==> config.mk <==
export PLATFORM = sky130hd
export DESIGN_NAME = addr_bus_sched
export DESIGN_NICKNAME = d
export VERILOG_FILES = /design/src/rtl/addr_bus_sched.sv
export SDC_FILE = /design/constraint.sdc
export NUM_CORES = 1
export LEC_CHECK = 0
export BUFFER_PORTS_ARGS = -buffer_cell sky130_fd_sc_hd__buf_4
export CORE_ASPECT_RATIO = 1.2
export CORE_MARGIN = 4
export CORE_UTILIZATION = 49
export CTS_CLUSTER_SIZE = 14
export DETAILED_ROUTE_END_ITERATION = 6
export HOLD_SLACK_MARGIN = 0.02
export PLACE_DENSITY = 0.88
export SLEW_MARGIN = 20
export SYNTH_ARGS = -nofsm -noshare
export SYNTH_HDL_FRONTEND = slang
export SYNTH_SLANG_ARGS = --single-unit
==> constraint.sdc <==
create_clock -name Phi1 -period 2.1 [get_ports Phi1]
set_input_delay 0.42 -clock Phi1 [delete_from_list [all_inputs] [get_ports Phi1]]
set_output_delay 0.42 -clock Phi1 [all_outputs]
set_load 0.005 [all_outputs]
==> src/rtl/addr_bus_sched.sv <==
// Load/store address-bus sequencer: arbitrates probe, miss (spill/fill) and store-buffer drain.
// Optional bypass of the store buffer is enabled by defining ADDR_BUS_SCHED_FAST_STORE_EN.
module addr_bus_sched #(
    parameter int LINE_WORDS   = 8,
    parameter int PROBE_CYCLES = 1
) (
    input  logic       Phi1,
    input  logic       Reset_s1,
    input  logic       stoBufEmpty_s1,
    input  logic       storeReq_s1,
    input  logic       missReq_s1,
    input  logic       missDirty_s1,
    input  logic       missFromBuf_s1,
    input  logic       probeReq_s1,
    input  logic       extGrant_s1,
    input  logic       extWordAck_s1,
    output logic       extReq_s1,
    output logic       selStoreAddr_s1,
    output logic       selMissAddr_s1,
    output logic       selProbeAddr_s1,
    output logic       selSpillAddr_s1,
    output logic       selBuffMissAddr_s1,
    output logic       popStoreBuffer_s1,
    output logic       selFastStore_s1m,
    output logic       drvSharedMemAddr_q1,
    output logic       latchMissAddr_s2,
    output logic [4:0] lineOffset_s1,
    output logic [2:0] missOp_s1,
    output logic       missDone_s1,
    output logic       probeDone_s1
);

    localparam int WORD_BITS = $clog2(LINE_WORDS);
    localparam int PCNT_BITS = (PROBE_CYCLES > 1) ? $clog2(PROBE_CYCLES) : 1;
    localparam logic [WORD_BITS-1:0] LAST_WORD  = WORD_BITS'(LINE_WORDS - 1);
    localparam logic [PCNT_BITS-1:0] LAST_PROBE = PCNT_BITS'(PROBE_CYCLES - 1);

    typedef enum logic [2:0] {
        IDLE,
        PROBE,
        SPILL_REQ,
        SPILL,
        FILL_REQ,
        FILL,
        STORE
    } schedState;

    typedef struct packed {
        logic       extReq;
        logic       selStore;
        logic       selMiss;
        logic       selProbe;
        logic       selSpill;
        logic       selBuffMiss;
        logic       pop;
        logic       drv;
        logic       latchMiss;
        logic [4:0] lineOffset;
        logic       missDone;
        logic       probeDone;
    } schedOuts;

    schedState             stateReg, stateNext;
    logic [WORD_BITS-1:0]  wordCntReg, wordCntNext;
    logic [PCNT_BITS-1:0]  probeCntReg, probeCntNext;
    logic                  buffMissReg, buffMissNext;
    schedOuts              outsReg, outsNext;
    logic                  latchNext;
    logic                  missDoneNext;
    logic                  fastStoreNext;
    logic                  wordAdvance;
    logic                  missBusy;

    always_ff @(posedge Phi1) begin
        if (Reset_s1) begin
            stateReg    <= IDLE;
            wordCntReg  <= '0;
            probeCntReg <= '0;
            buffMissReg <= 1'b0;
            outsReg     <= '0;
        end else begin
            stateReg    <= stateNext;
            wordCntReg  <= wordCntNext;
            probeCntReg <= probeCntNext;
            buffMissReg <= buffMissNext;
            outsReg     <= outsNext;
        end
    end

    always_comb begin
        stateNext     = stateReg;
        wordCntNext   = wordCntReg;
        probeCntNext  = probeCntReg;
        buffMissNext  = buffMissReg;
        latchNext     = 1'b0;
        missDoneNext  = 1'b0;
        fastStoreNext = 1'b0;
        // A word only counts while we own the bus; losing grant freezes the walk.
        wordAdvance   = extGrant_s1 & extWordAck_s1;

        case (stateReg)
            IDLE: begin
                // missReq is still high in the missDone cycle; do not restart that miss.
                if (probeReq_s1) begin
                    stateNext    = PROBE;
                    probeCntNext = '0;
                end else if (missReq_s1 && !outsReg.missDone) begin
                    stateNext    = missDirty_s1 ? SPILL_REQ : FILL_REQ;
                    buffMissNext = missFromBuf_s1;
                    latchNext    = !missFromBuf_s1;
                end else if (!stoBufEmpty_s1) begin
                    stateNext = STORE;
                end
`ifdef ADDR_BUS_SCHED_FAST_STORE_EN
                else if (storeReq_s1) begin
                    fastStoreNext = 1'b1;
                end
`endif
            end
            PROBE: begin
                if (probeCntReg == LAST_PROBE) begin
                    stateNext = IDLE;
                end else begin
                    probeCntNext = probeCntReg + 1'b1;
                end
            end
            SPILL_REQ, FILL_REQ: begin
                if (!missReq_s1) begin
                    stateNext = IDLE;
                end else if (extGrant_s1) begin
                    stateNext   = (stateReg == SPILL_REQ) ? SPILL : FILL;
                    wordCntNext = '0;
                end
            end
            SPILL, FILL: begin
                if (wordAdvance) begin
                    if (wordCntReg == LAST_WORD) begin
                        wordCntNext = '0;
                        if (stateReg == SPILL) begin
                            stateNext = FILL_REQ;
                        end else begin
                            stateNext    = IDLE;
                            missDoneNext = 1'b1;
                        end
                    end else begin
                        wordCntNext = wordCntReg + 1'b1;
                    end
                end
            end
            STORE: begin
                stateNext = IDLE;
            end
            default: begin
                stateNext = IDLE;
            end
        endcase

        // Outputs are decoded from the state being entered so they register alongside it.
        missBusy = (stateNext == SPILL_REQ) || (stateNext == SPILL) ||
                   (stateNext == FILL_REQ)  || (stateNext == FILL);

        outsNext             = '0;
        outsNext.extReq      = missBusy;
        outsNext.selMiss     = missBusy;
        outsNext.selBuffMiss = missBusy & buffMissNext;
        outsNext.selSpill    = (stateNext == SPILL);
        outsNext.drv         = (stateNext == SPILL) || (stateNext == FILL);
        outsNext.lineOffset  = outsNext.drv ? 5'({wordCntNext, 2'b00}) : 5'd0;
        outsNext.selStore    = (stateNext == STORE) | fastStoreNext;
        outsNext.pop         = (stateNext == STORE);
        outsNext.selProbe    = (stateNext == PROBE);
        outsNext.probeDone   = (stateNext == PROBE) && (probeCntNext == LAST_PROBE);
        outsNext.latchMiss   = latchNext;
        outsNext.missDone    = missDoneNext;
    end

`ifdef ADDR_BUS_SCHED_FAST_STORE_EN
    logic fastStoreReg;

    always_ff @(posedge Phi1) begin
        if (Reset_s1) begin
            fastStoreReg <= 1'b0;
        end else begin
            fastStoreReg <= fastStoreNext;
        end
    end

    assign selFastStore_s1m = fastStoreReg;
`else
    logic unusedFastStore;

    assign unusedFastStore  = fastStoreNext | storeReq_s1;
    assign selFastStore_s1m = 1'b0;
`endif

    assign extReq_s1           = outsReg.extReq;
    assign selStoreAddr_s1     = outsReg.selStore;
    assign selMissAddr_s1      = outsReg.selMiss;
    assign selProbeAddr_s1     = outsReg.selProbe;
    assign selSpillAddr_s1     = outsReg.selSpill;
    assign selBuffMissAddr_s1  = outsReg.selBuffMiss;
    assign popStoreBuffer_s1   = outsReg.pop;
    // Reset releases the shared bus in the same cycle rather than at the next edge.
    assign drvSharedMemAddr_q1 = outsReg.drv & ~Reset_s1;
    assign latchMissAddr_s2    = outsReg.latchMiss;
    assign lineOffset_s1       = outsReg.lineOffset;
    assign missOp_s1           = 3'b000;
    assign missDone_s1         = outsReg.missDone;
    assign probeDone_s1        = outsReg.probeDone;

endmodule

==> results.ini <==
[timing]
hold_violations = 0
rsz0062_at_grt = false
maxSlewViolCount = 0
fin_crit_sh_pct = 91.0
totalNegativeSetupSlack_ns = 0
finalSetupViolCount = 0
fin_skew_ns = 0.00105
fmaxAchievable_mhz = 523
setup_slack_ns = 0.188
post-route-min-period_ns = 1.91

[critical_path]
crit_start = wordCntReg[0]
worstPathMaxFanout = 6
criticalPathCategory = flop to flop
cp_top_family = simple AND/OR/NAND/NOR gates
end_kind = flop
r2r_end = lineOffset_s1[3]
ff2ff_path_depth = 7
crit_top_cell = ha_1
crit_path_start_kind = flop
timing.rr.start = wordCntReg[0]
slowest_stage = dfxtp_1
required_ns = 2.29
worst-path-buf-inv = 0
path_cells = ha_1 > ha_1 > nand3_1 > or2_0 > a32o_2 > xnor2_4 > nor3b_2
crit_arrival_ns = 2.10
cpPeakStageDelay_ns = 0.39
r2r_slack_ns = 0.19

[final_layout]
num-fill-cells = 152
postLayoutCoreUtil_pct = 61.3
most-common-layout-cells = buf_4, dfxtp_1, nor2_1, conb_1
design_area_um2 = 1150
drive_gt1_share_pct = 32.8
syn2layout_area_growth_pct = 17.4
nets = 132
final_common_cell = buf_4
diodes = 0

[logic_synthesis]
synth_edf_count = 0
ys_seq_area_share_pct = 41.0
syn_area_um2 = 977
synthCells = 101
synth.area.top_cells = dfxtp_1, buf_4, nor2_1
yosys_register_bits = 20
synth_top_area_share_pct = 41.0
async_reset_ff_share_pct = 0
ys_warn_count = 0
ys.flop_type = dfxtp_1
yosysUniqueCellTypes = 33
syn_area_per_cell_um2 = 9.68
yosys.area.top_type = dfxtp_1

[cts]
cts-resized-gates = 0
cts_sinks = 20
cts_buffer_depth = 2
cts_root_buf = clkbuf_4
path_clk_slew_ns = 0.11
h-tree-depth = 1
clock_latency_ns = 0.29
hold_buffers = 0
cts_tree = done
tritoncts.num_buffers = 3
postCtsSetupBuffers = 0

[drt]
vias_per_cell = 5.34
drtAntennaViolNets = 0
avgRoutedWirePerCell_um = 13.7
firstDrtPassIters = 5
routed_wl_um = 1890
drt-initial-drc-count = 9
drc_errors = 0
via_count = 737

[placement]
dp_slack_ns = 0.191
portBuffers = 22
gp_congestion = 0.825
placed_cell_area_um2 = 1090
hpwl_um = 1480

[floorplan]
pin_count = 30
die_height_um = 56.9
rows = 17
core-area_um2 = 1870
start_util_pct = 52.2
die-area_um2 = 2780
dieWidth_um = 48.8

[grt]
gr-total-overflow = 0
grt_pass1_vias = 718
grt_antenna_before_repair = 0
grt_max_degree = 15
gr-usage-all-layers_pct = 13.9
grt_pass1_wl_um = 3120

[pwr]
p_per_area_nw_per_um2 = 847
power.total_mw = 0.972
vdd_drop_max_mv = 0.667
power_leakage_nw = 0.480

[min_path]
min_to = latchMissAddr_s2
hold_path_startpoint = missFromBuf_s1
min_path_type = primary input to flop
hold-path-cell-count = 2

[job]
maxCapViolations = 0

[run_status]
status = complete, no violations

[layer usage]
metal,part of all wire [%],up-vias,global-route usage [%]
met5,0,-,0
met4,0.64,0,6.15
met3,5.2,2,2.65
met2,54,25,24.4
met1,40,336,16.0
li1,-,374,-
[Yosys cell counts, types with 3 or more instances]
cell type,n
buf_4,11
nand3_1,3
nor2b_1,4
dfxtp_1,20
a22oi_1,3
inv_1,4
nor2_1,11
nor3b_2,3
o21ai_0,4
nand4_1,4
nand2_1,3
nor3_1,4
[power breakdown]
part           internal [mW]  switching [mW]  total (mW)
clock                  0.193           0.115       0.308
sequential             0.407          0.0260       0.433
combinational          0.112           0.119       0.231
total                  0.712           0.261       0.972
[final cells by class]
class	count	area [µm²]	area share, %
clock buffer	3	22.5	1.96
inverter	4	15.0	1.31
clock inverter	1	30.0	2.62
multi-input combinational	69	490	42.7
sequential	20	400	34.9
tap	19	23.8	2.07
timing repair buffer	22	165	14.4
[kinds of logic (layout without fill, tap and decap cells)]
kind of cell,count (synthesis),after routing,share of synthesized area [%]
other,1,6,0.384
muxes,2,2,2.18
adders and majority gates,2,2,2.56
DFF,20,20,41.0
and+or+nand+nor,43,43,27.0
AOI/OAI and AO/OA,14,14,11.7
buffers and inverters,17,30,10.8
xor gates and xnor gates,2,2,4.48
[per-stage QoR]
step	instances	hold WS, ns
6_report	138	0.282
2_1_floorplan	106	0.450
5_1_grt	138	0.285
3_3_place_gp	134	0.462
4_1_cts	138	0.275
3_5_place_dp	134	0.467
[how the worst max path moves through the flow]
| stage | to | slack (ns) | depth (start not counted) |
|---|---|---|---|
| after detailed placement | lineOffset_s1[3] | 0.19 | 7 |
| final | lineOffset_s1[3] | 0.19 | 7 |
| after global placement | lineOffset_s1[3] | 0.26 | 7 |
| after floorplan | lineOffset_s1[3] | 0.38 | 7 |
| after global routing | outsReg[8] | 0.04 | 7 |
| after CTS | lineOffset_s1[3] | 0.15 | 7 |
No activity file was read; power rests on OpenSTA's default activity.
